**config.mk**
```make
export PLATFORM = sky130hd
export DESIGN_NAME = alu_arbiter
export DESIGN_NICKNAME = d
export VERILOG_FILES = /design/src/rtl/alu_arbiter.sv
export SDC_FILE = /design/constraint.sdc
export NUM_CORES = 1
export LEC_CHECK = 0
export CAP_MARGIN = 20
export CORE_AREA = 5 5 163 165
export DETAILED_ROUTE_END_ITERATION = 8
export DIE_AREA = 0 0 168 170
export MAX_ROUTING_LAYER = met4
export PLACE_DENSITY = 0.79
export SETUP_SLACK_MARGIN = 0.4
export SLEW_MARGIN = 10
export SYNTH_ARGS = -nofsm -noshare
export SYNTH_HDL_FRONTEND = slang
export SYNTH_SLANG_ARGS = --single-unit
```
**constraint.sdc**
```tcl
create_clock -name clk -period 10 [get_ports clk]
set_clock_uncertainty 0.05 [all_clocks]
set_input_delay 1 -clock clk [delete_from_list [all_inputs] [get_ports clk]]
set_output_delay 1 -clock clk [all_outputs]
set_load 0.02 [all_outputs]
```
**src/rtl/alu_arbiter.sv**
```systemverilog
// Two-port arbiter in front of a shared combinational ALU: one issue register, one response buffer per port.
// Define ALU_ARB_FIXED_PRIO_EN to give port 0 fixed priority; round-robin otherwise.
module alu_arbiter #(
   parameter int TAG_W = 4,
   parameter int OP_W  = 6
) (
   input  logic             clk,
   input  logic             rstn,
   input  logic             req0_valid,
   output logic             req0_ready,
   input  logic [OP_W-1:0]  req0_op,
   input  logic [31:0]      req0_rs1,
   input  logic [31:0]      req0_rs2,
   input  logic [31:0]      req0_imm,
   input  logic [TAG_W-1:0] req0_tag,
   input  logic             req1_valid,
   output logic             req1_ready,
   input  logic [OP_W-1:0]  req1_op,
   input  logic [31:0]      req1_rs1,
   input  logic [31:0]      req1_rs2,
   input  logic [31:0]      req1_imm,
   input  logic [TAG_W-1:0] req1_tag,
   output logic [OP_W-1:0]  alu_op,
   output logic [31:0]      alu_rs1,
   output logic [31:0]      alu_rs2,
   output logic [31:0]      alu_imm,
   input  logic [31:0]      alu_result,
   output logic             rsp0_valid,
   input  logic             rsp0_ready,
   output logic [31:0]      rsp0_data,
   output logic [TAG_W-1:0] rsp0_tag,
   output logic             rsp1_valid,
   input  logic             rsp1_ready,
   output logic [31:0]      rsp1_data,
   output logic [TAG_W-1:0] rsp1_tag
);

   logic                       iss_v;
   logic                       iss_src;
   logic [OP_W-1:0]            iss_op;
   logic [31:0]                iss_rs1;
   logic [31:0]                iss_rs2;
   logic [31:0]                iss_imm;
   logic [TAG_W-1:0]           iss_tag;

   logic [1:0]                 rsp_v;
   logic [1:0][31:0]           rsp_d;
   logic [1:0][TAG_W-1:0]      rsp_t;
   logic [1:0]                 rsp_rdy;
   logic [1:0]                 fill;

   logic                       iss_adv;
   logic                       can_acc;
   logic                       gnt_v;
   logic                       gnt;
   logic                       acc;
   logic                       prio;

   assign rsp_rdy = {rsp1_ready, rsp0_ready};

   // The issue register retires only into a free (or simultaneously drained) buffer.
   assign iss_adv = iss_v && (!rsp_v[iss_src] || rsp_rdy[iss_src]);
   assign can_acc = !iss_v || iss_adv;
   assign fill    = {iss_adv && iss_src, iss_adv && !iss_src};

   always_comb begin
      gnt = req1_valid;
      if (req0_valid && req1_valid)
         gnt = prio;
   end

   assign gnt_v = req0_valid || req1_valid;
   assign acc   = can_acc && gnt_v;

   // Readies are masked during reset because an empty issue register would otherwise admit.
   assign req0_ready = acc && !gnt && !rstn;
   assign req1_ready = acc &&  gnt && !rstn;

`ifdef ALU_ARB_FIXED_PRIO_EN
   assign prio = 1'b0;
`else
   always_ff @(posedge clk or posedge rstn) begin
      if (rstn)
         prio <= 1'b0;
      else if (acc)
         prio <= !gnt;
   end
`endif

   always_ff @(posedge clk or posedge rstn) begin
      if (rstn) begin
         iss_v   <= 1'b0;
         iss_src <= 1'b0;
         iss_op  <= '0;
         iss_rs1 <= '0;
         iss_rs2 <= '0;
         iss_imm <= '0;
         iss_tag <= '0;
      end else if (acc) begin
         iss_v   <= 1'b1;
         iss_src <= gnt;
         iss_op  <= gnt ? req1_op  : req0_op;
         iss_rs1 <= gnt ? req1_rs1 : req0_rs1;
         iss_rs2 <= gnt ? req1_rs2 : req0_rs2;
         iss_imm <= gnt ? req1_imm : req0_imm;
         iss_tag <= gnt ? req1_tag : req0_tag;
      end else if (iss_adv) begin
         iss_v   <= 1'b0;
      end
   end

   for (genvar g = 0; g < 2; g++) begin : g_rsp
      always_ff @(posedge clk or posedge rstn) begin
         if (rstn) begin
            rsp_v[g] <= 1'b0;
            rsp_d[g] <= '0;
            rsp_t[g] <= '0;
         end else if (fill[g]) begin
            rsp_v[g] <= 1'b1;
            rsp_d[g] <= alu_result;
            rsp_t[g] <= iss_tag;
         end else if (rsp_rdy[g]) begin
            rsp_v[g] <= 1'b0;
         end
      end
   end

   assign alu_op  = iss_v ? iss_op  : '0;
   assign alu_rs1 = iss_v ? iss_rs1 : '0;
   assign alu_rs2 = iss_v ? iss_rs2 : '0;
   assign alu_imm = iss_v ? iss_imm : '0;

   assign rsp0_valid = rsp_v[0];
   assign rsp0_data  = rsp_d[0];
   assign rsp0_tag   = rsp_t[0];
   assign rsp1_valid = rsp_v[1];
   assign rsp1_data  = rsp_d[1];
   assign rsp1_tag   = rsp_t[1];

endmodule

```
# Yosys cells after proc, flatten, opt, wreduce, memory -nomap -nowiden
# Index checks and enable logic that the tools add are counted.
[classes] n_shift=0 div_mod_pow=0 n_eq_ne=0 add_sub_neg=0 multipliers=0 muxes=20 bitwise=0 n_lt_le_gt_ge=1 reduce_logical=20
[op_table] op="2-to-1 mux 32 bit" count=6
[op_table] op="2-to-1 mux 6 bit" count=2
[op_table] op="2-to-1 mux 1 bit" count=11
[op_table] op="logical AND 1 bit" count=9
[op_table] op="nonzero test 2 bit" count=3
[op_table] op="logical NOT 1 bit" count=5
[op_table] op="2-to-1 mux 4 bit" count=1
[op_table] op="logical OR 1 bit" count=3
[op_table] op="< comparator 1 x 2 -> 1 bit (second input constant)" count=1
[totals] output_inout_bits=178 latchBits=0 memories=0 reg_bits=183 ramBits=0 romBits=0

# Logic depth before layout (Yosys ltp)
# Gate-level depths: netlist of run 1.
[logic_depth] word_depth=9 depth_mapped=8 depth_no_buf=3

# Least setup slack after synthesis of run 1
# No wires, ideal clock.
[synth_path] path_kind="input-to-output" start="input rstn" end="output req1_ready" path_buffers=0 slack_ns=3.460 stages=2 required_time_ns=8.950 arrival_time_ns=5.490 path_cell_list="inv_1 and3_1"
[synth_via] elab_chain_len=2
[synth_rtl] item="start: declaration" line="8" rtl="input logic rstn,"
[synth_rtl] item="logical NOT 1 bit (no source line)"
[synth_rtl] item="logical AND 1 bit" line="77" rtl="assign req1_ready = acc && gnt && !rstn;"
[synth_rtl] item="end: declaration" line="17" rtl="output logic req1_ready,"
# No other way between the ends.

# Worst setup path in the final report of run 1
[layout_path] start="input rsp1_ready" end="output req1_ready"
[layout_via] elab_chain_len=8
[layout_rtl] item="start: declaration" line="33" rtl="input logic rsp1_ready,"
[layout_rtl] item="2-to-1 mux 1 bit (not written as such) (2 in a row)" line="62" rtl="assign iss_adv = iss_v && (!rsp_v[iss_src] || rsp_rdy[iss_src]);"
[layout_rtl] item="logical OR 1 bit" line="62"
[layout_rtl] item="logical AND 1 bit" line="62"
[layout_rtl] item="logical OR 1 bit" line="63" rtl="assign can_acc = !iss_v || iss_adv;"
[layout_rtl] item="logical AND 1 bit" line="73" rtl="assign acc = can_acc && gnt_v;"
[layout_rtl] item="logical AND 1 bit (2 in a row)" line="77"
# No other way between the ends. The select of a mux whose other input is x is not followed.

==> impl_summary.txt, run 1 <==
----------------------------------------------------
[Synth]
  Number of flip-flops and latches in the synthesized netlist ... 183
  Main flop type after synthesis ... sky130_fd_sc_hd__dfrtp_1
  Synthesized-area fraction occupied by xor and xnor cells ... 0
  Share of the synthesized area in compound gates (AO/OA/AOI/OAI) ... 0.2180
  Most frequent cells after synthesis ... sky130_fd_sc_hd__a31oi_1 (193), sky130_fd_sc_hd__dfrtp_1 (183), sky130_fd_sc_hd__nand3_1 (106)
  Synthesized area per cell ... 10.01 sq um
  Synth area leader ... sky130_fd_sc_hd__dfrtp_1
  Leading post-synthesis cells by cell area ... sky130_fd_sc_hd__dfrtp_1 (50%), sky130_fd_sc_hd__a31oi_1 (13%), sky130_fd_sc_hd__mux2_2 (8.9%)
  Mapped cell area ... 9185 sq um
  Gate count after technology mapping ... ~920
  Post-synthesis mux area share ... 0.08950
  Distinct cell type count of the synthesized netlist ... 26
  Most common cell in the netlist ... sky130_fd_sc_hd__a31oi_1
  Area share of the largest cell type after synthesis ... 0.4986
  Number of warning messages in the yosys log ... 0
  Share of synthesized registers carrying an async set or reset ... 1.000
  Simple logic cell fraction of the synthesized area ... 0.1391
  Number of enable flip-flop cells after synthesis ... 0
  Adder-cell area share of the yosys netlist ... 0
  Dominant combinational cell family by area after synthesis ... compound AO/OA/AOI/OAI gates
  Number of nets in the synthesized netlist ... 1168
  Portion of the post-synthesis area used by sequential elements ... 0.4986

[Run]
  Count of max-cap constraint violations ... 0

[Setup path]
  FF-to-FF End ... iss_imm[0]
  Cells along the critical path ... clkdlybuf4s50_1 > nand4b_1 > buf_4 > and3_4 > buf_4 > and3_1 > clkdlybuf4s50_1
  Slowest cell on the critical path ... sky130_fd_sc_hd__and3_4
  Worst setup slack for register-to-register paths ... 6.56 ns
  Capturing element type of the critical path ... primary output
  Worst path max stage delay ... 0.80 ns
  R2r startpoint ... iss_v
  R2R cell count ... 6
  Kind of critical path ... input pin to primary output
  Highest net fanout along the worst path ... 60
  WP data arrival ... 4.48 ns
  Count of buffer and inverter cells on the critical path ... 4
  Worst path required time ... 8.95 ns
  Category of cells accounting for the largest share of critical-path delay ... buffers and inverters
  Type of element launching the critical path ... input pin

[Drt]
  Initial DRC Count ... 743
  Remaining antenna violation count after routing ... 0
  Number of search-and-repair iterations in the first detailed-routing pass ... 6
  Residual DRC ... 0
  Avg WL per Cell ... 21.41 um
  Total via count after detailed routing ... 9023
  Drt via density ... 5.608
  Routed wire length ... 34.45 mm

[Global routing]
  Vias in the first global route ... a little over 9k
  Congestion Overflow GR ... 0
  Number of antenna violations at the first check in global routing ... 4
  Largest net degree at the start of global routing ... 120
  Global-route wire length before repair ... 52.67 mm
  Overall fraction of global-route tracks in use ... 0.2391

[Timing]
  Final hold violations ... 0
  Headroom to the max-slew limit ... 0.2817
  Ratio of final minimum period to clock period ... 0.5529
  Min Tclk post-route ... 5.529 ns
  RSZ-0062 raised after global routing ... no
  Number of pins with negative max-slew slack in the final report ... 0
  Final setup violating endpoints ... 0
  Maximum clock rate ... 0.1809 GHz
  TNS Setup ... 0 ns
  Tightest Pin Transition ... 1.075 ns

[Clock tree]
  H-tree level count ... 4
  CTS tree ... built
  Number of sinks driven by the clock tree ... 183
  Quantity of gates resized following cts ... 0
  Clock insertion delay at the later pin of the skew report ... between 0.4 and 0.5 ns
  Clock slew at the register clock pins of the worst setup and hold paths ... 0.07 ns
  Post-CTS Hold Fix Bufs ... 0
  Number of CTS-inserted buffers ... 17
  Root Driver ... sky130_fd_sc_hd__clkbuf_16
  Max clock buf depth ... 2
  Setup Fix Bufs, Post-CTS ... 0

[Floorplanning]
  Initial Util ... 0.3690
  Overall die height ... roughly 170 um
  Number of core rows ... 58
  Core region area ... 24890 sq um
  DIE AREA ... 28560 sq um
  Ports ... 428
  Width of the chip ... 168 um

[Final layout]
  Number of nets at the end of the flow ... 1512
  Ratio of cells with drive above 1 in the final layout ... 0.1161
  Layout filler cell count ... 2181
  Post-route insts no fill ... 1609
  Area growth syn-to-layout ... 53.93%

[Worst hold path]
  Instance count along the most critical hold path ... 1
  Class of the tightest hold or removal check ... flop to flop
  Hold path endpoint ... rsp0_data[7]
  Hold Crit Start ... rsp0_data[7]

[Power]
  Maximum vdd drop ... 0.1621 mV
  Total leakage power ... 5.317 nW
  Power per standard cell area ... 300.5 nW/um^2

[Placement]
  IO buf count ... 427
  Cell total after placement ... 1572
  Placer Congestion ... ~0.86
  Half-perimeter wire length of the detailed placement result ... 23.37 mm

[Status]
  Result of the run ... completed

----------------------------------------------------
[cell type report]
| type | instances | area (sq um) | area share |
|---|---|---|---|
| timing repair buffer | 439 | 4382 | 0.3099 |
| antenna | 4 | 10.01 | 0.0007080 |
| clock inverter | 13 | 133.9 | 0.009469 |
| inverter | 3 | 18.77 | 0.001327 |
| multi-input combinational | 618 | 4148 | 0.2934 |
| tap | 330 | 412.9 | 0.02920 |
| clock buffer | 19 | 452.9 | 0.03204 |
| sequential | 183 | 4581 | 0.3240 |
[where the power goes]
part | switching (W) | total [W] | internal, W | leakage, nW
registers | 0.000187 | 0.00129 | 0.00110 | 2.10
clock network | 0.000334 | 0.000680 | 0.000347 | 0.288
logic | 0.00118 | 0.00228 | 0.00110 | 2.93
[worst reg2reg max path, cell delays in order, from the launching register on]
cell	delay, ns
sky130_fd_sc_hd__dfrtp_2	0.38
sky130_fd_sc_hd__buf_4	0.41
sky130_fd_sc_hd__nand4b_1	0.25
sky130_fd_sc_hd__buf_4	0.51
sky130_fd_sc_hd__and3_4	0.82
sky130_fd_sc_hd__buf_4	0.64
sky130_fd_sc_hd__a31oi_2	0.22
[logic make-up after synthesis]
kind of cell / count (synthesis)
muxes: 73
buffers and inverters: 117
and+or+nand+nor: 224
AOI/OAI and AO/OA: 321
DFF: 183
[routing by layer]
metal / vias to the layer above / wire length, um / global-route usage
li1: 4102 / - / -
met1: 4387 / 13220 / 0.2805
met2: 488 / 17330 / 0.4051
met3: 46 / 3069 / 0.05877
met4: 0 / 831 / 0.07904
met5: - / 0 / -
[state kept, by name, indices dropped and copies added, names as in the netlist]
| name | count |
|---|---|
| rsp0_data | 32 |
| rsp0_tag | 4 |
| iss_rs1 | 32 |
| iss_rs2 | 32 |
| iss_src | 1 |
| iss_imm | 32 |
| prio | 1 |
| rsp1_data | 32 |
| rsp1_tag | 4 |
| iss_tag | 4 |
| rsp1_valid | 1 |
| rsp0_valid | 1 |
| iss_op | 6 |
| iss_v | 1 |
[metrics by stage]
step | area [sq um] | total power, W | worst slack [ns] | utilization | hold slack, ns
2_1_floorplan | 9185 | 0.002533 | 3.460 | - | 0.4456
5_1_grt | 14140 | 0.004479 | 4.334 | 0.5680 | 0.4740
4_1_cts | 14100 | 0.004281 | 3.982 | 0.5665 | 0.4600
3_3_place_gp | 13510 | 0.003546 | 4.000 | 0.5429 | 0.4378
6_report | 14140 | 0.004248 | 4.471 | 0.5680 | 0.4565
3_5_place_dp | 13510 | 0.003599 | 3.978 | 0.5429 | 0.4441
[how the worst max path moves through the flow]
stage / depth (start not counted) / to / startpoint
CTS: 7 / req1_ready / rsp1_ready
finish: 7 / req1_ready / rsp1_ready
global placement: 7 / req1_ready / rsp1_ready
floorplan: 2 / req1_ready / rstn
global route: 7 / req1_ready / rsp1_ready
detailed placement: 7 / req1_ready / rsp1_ready
[layout by cell type, fill, tap and decap left out, types with 2 or more instances in the layout]
cell type,n
sky130_fd_sc_hd__clkdlybuf4s50_1,426
sky130_fd_sc_hd__a31oi_1,193
sky130_fd_sc_hd__dfrtp_1,182
sky130_fd_sc_hd__nand3_1,106
sky130_fd_sc_hd__o21ai_0,102
sky130_fd_sc_hd__and2_1,102
sky130_fd_sc_hd__mux2_2,73
sky130_fd_sc_hd__a31oi_2,20
sky130_fd_sc_hd__clkbuf_16,17
sky130_fd_sc_hd__buf_4,12
sky130_fd_sc_hd__o21ai_1,5
sky130_fd_sc_hd__inv_8,5
sky130_fd_sc_hd__diode_2,4
sky130_fd_sc_hd__inv_6,3
sky130_fd_sc_hd__nand2b_1,2
sky130_fd_sc_hd__nor2b_4,2
sky130_fd_sc_hd__nand2_1,2
sky130_fd_sc_hd__clkbuf_8,2
sky130_fd_sc_hd__clkinv_8,2
sky130_fd_sc_hd__clkinv_4,2
(Power assumes the default switching activity.)
==> inputs of run 2 (changes only) <==
Clock period 10 ns to 5.4 ns, I/O delays scaled along.
==> run 2 against run 1 <==
Effect of this change: sequential power is 86% higher; combinational power up 84%; critical path type unchanged; global-route usage is 0.26 points lower; first-iteration DRC count is 22% higher.
==> impl_summary.txt, run 2 (synthesis gave the netlist of run 1 again) <==
----------------------------------------------------
[Setup path]
  Type of element launching the critical path ... input pin (unchanged)
  WP data arrival ... 3.09 ns (was 4.48 ns)
  Cells along the critical path ... clkdlybuf4s50_1 > or2_4 > and3_4 > nor3b_1 > clkdlybuf4s50_1 (was clkdlybuf4s50_1 > nand4b_1 > buf_4 > and3_4 > buf_4 > and3_1 > clkdlybuf4s50_1)
  Kind of critical path ... input pin to primary output (unchanged)
  Category of cells accounting for the largest share of critical-path delay ... simple AND/OR/NAND/NOR gates (was buffers and inverters)
  Highest net fanout along the worst path ... 40 (was 60)
  Worst path max stage delay ... 0.64 ns (was 0.80 ns)
  Most repeated library cell on the critical path ... sky130_fd_sc_hd__clkdlybuf4s50_1
  Capturing element type of the critical path ... primary output (unchanged)
  Worst setup slack for register-to-register paths ... 2.35 ns (was 6.56 ns)
  Worst path required time ... 4.81 ns (was 8.95 ns)
  Count of buffer and inverter cells on the critical path ... 2 (was 4)
  Slowest cell on the critical path ... sky130_fd_sc_hd__clkdlybuf4s50_1 (was sky130_fd_sc_hd__and3_4)

[Power]
  Power per standard cell area ... 560.0 nW/um^2 (was 300.5 nW/um^2)
  Total leakage power ... 5.336 nW (was 5.317 nW)
  Overall power after layout ... 0.007939 W (was 0.004248 W)
  Cell-internal power ... 0.004787 W (was 0.002547 W)
  Switching share of power ... 0.3970 (was 0.4005)
  Proportion of power drawn by flip-flops and latches ... 0.302 (was 0.303)
  Switching power ... 0.003152 W (was 0.001701 W)
  Clock group share of total power ... 0.170 (was 0.160)
  Combinational cell fraction of total power ... 0.528 (was 0.537)
  Maximum vdd drop ... 0.3104 mV (was 0.1621 mV)

[Timing]
  TNS Setup ... 0 ns (unchanged)
  Maximum clock rate ... 0.2716 GHz
  RSZ-0062 raised after global routing ... no (unchanged)
  Headroom to the max-slew limit ... 0.2929 (was 0.2817)
  Tightest Pin Transition ... 1.058 ns (was 1.075 ns)
  Final hold violations ... 0 (unchanged)
  Ratio of final minimum period to clock period ... 0.6819
  Min Tclk post-route ... around 3.7 ns
  Setup slack after layout ... 1.718 ns (was 4.471 ns)
  Final setup violating endpoints ... 0 (unchanged)
  Number of pins with negative max-slew slack in the final report ... 0 (unchanged)

[Drt]
  Number of search-and-repair iterations in the first detailed-routing pass ... 5 (was 6)
  Drt via density ... 5.598 (was 5.608)
  Initial DRC Count ... 906 (was 743)
  Residual DRC ... 0 (unchanged)
  Avg WL per Cell ... 21.29 um (was 21.41 um)
  Routed wire length ... 34.27 mm (was 34.45 mm)
  Remaining antenna violation count after routing ... 0 (unchanged)
  Total via count after detailed routing ... 9012 (was 9023)

[Placement]
  Half-perimeter wire length of the detailed placement result ... 23.36 mm (was 23.37 mm)
  DP Worst Slack ... 1.728 ns (was 3.978 ns)
  Cell area reported after detailed placement ... 13540 sq um (was 13510 sq um)
  IO buf count ... 427 (unchanged)
  Placer Congestion ... 0.8549 (was 0.8595)

[Final layout]
  Most frequent cells in the layout ... sky130_fd_sc_hd__clkdlybuf4s50_1 (426), sky130_fd_sc_hd__a31oi_1 (193), sky130_fd_sc_hd__dfrtp_1 (182), sky130_fd_sc_hd__nand3_1 (106) (unchanged)
  Layout filler cell count ... 2159 (was 2181)
  Area growth syn-to-layout ... 54.34% (was 53.93%)
  Most common library cell in the layout ignoring fill and taps ... sky130_fd_sc_hd__clkdlybuf4s50_1 (unchanged)
  Number of nets at the end of the flow ... 1515 (was 1512)
  Ratio of cells with drive above 1 in the final layout ... 0.1182 (was 0.1161)
  Final instance area ... 14180 sq um (was 14140 sq um)

[Run]
  Count of max-cap constraint violations ... 0 (unchanged)

[Global routing]
  Largest net degree at the start of global routing ... 107 (was 120)
  Overall fraction of global-route tracks in use ... 0.2365 (was 0.2391)
  Number of antenna violations at the first check in global routing ... 2 (was 4)
  Vias in the first global route ... 8887 (was 9186)
  Global-route wire length before repair ... 52.04 mm (was 52.67 mm)
  Congestion Overflow GR ... 0 (unchanged)

[Clock tree]
  Max clock buf depth ... 2 (unchanged)
  CTS tree ... built (unchanged)
  H-tree level count ... 4 (unchanged)
  Root Driver ... sky130_fd_sc_hd__clkbuf_16 (unchanged)
  Post-CTS Hold Fix Bufs ... 0 (unchanged)
  Number of CTS-inserted buffers ... 17 (unchanged)
  Clock slew at the register clock pins of the worst setup and hold paths ... 0.07 ns (about the same)
  Quantity of gates resized following cts ... 0 (unchanged)
  Clock insertion delay at the later pin of the skew report ... 0.42 ns (about the same)
  Setup Fix Bufs, Post-CTS ... 0 (unchanged)
  Number of sinks driven by the clock tree ... 183 (unchanged)

[Floorplanning]
  Overall die height ... 170 um (unchanged)
  Width of the chip ... 168 um (unchanged)
  Number of core rows ... 58 (unchanged)
  Core region area ... 24890 sq um (unchanged)
  Initial Util ... 0.3690 (unchanged)
  DIE AREA ... 28560 sq um (unchanged)
  Ports ... 428 (unchanged)

[Status]
  Result of the run ... completed (unchanged)

[Worst hold path]
  Class of the tightest hold or removal check ... flop to flop (unchanged)

----------------------------------------------------
## run 2: worst paths after layout
| kind | startpoint | to | depth (start not counted) |
|---|---|---|---|
| setup / recovery | req0_valid | req0_ready | 5 |
| hold / removal | rsp1_data[11] | rsp1_data[11] | 1 |
| setup reg to reg | iss_v | iss_src | 4 |
| hold reg to reg | rsp1_data[11] | rsp1_data[11] | 1 |
| max in group asynchronous | rstn | iss_rs2[24] | 4 |
| min in group asynchronous | rstn | iss_rs2[12] | 3 |
## run 2: through the flow
stage,cells,hold slack [ns],util
after floorplan,918,0.4456,-
after global placement,1576,0.4375,0.5440
after detailed placement,1576,0.4447,0.5440
after CTS,1608,0.4613,0.5693
after global routing,1610,0.4742,0.5695
final,1610,0.4567,0.5695
## run 2: per-layer routing
metal	track usage	wire (um)
met1	0.2955	13450
met2	0.3871	17110
met3	0.05459	3018
met4	0.06810	692
met5	-	0
## run 2: power groups by stage
| stage | Sequential, W | Clock [W] | Combinational (W) |
|---|---|---|---|
| after floorplan | 0.00268 | 0 | 0.00201 |
| after CTS | 0.00240 | 0.00137 | 0.00424 |
| after global placement | 0.00240 | 0 | 0.00418 |
| after global routing | 0.00249 | 0.00143 | 0.00446 |
| final | 0.00240 | 0.00135 | 0.00419 |
| after detailed placement | 0.00243 | 0 | 0.00423 |
## run 2: final cells by class
type	instances	area, sq um	share of cell area
inverter	3	15.01	0.001059
sequential	183	4581	0.3231
timing repair buffer	442	4384	0.3093
clock inverter	15	205.2	0.01447
tap	330	412.9	0.02913
clock buffer	17	425.4	0.03001
antenna	2	5.005	0.0003530
multi-input combinational	618	4148	0.2926
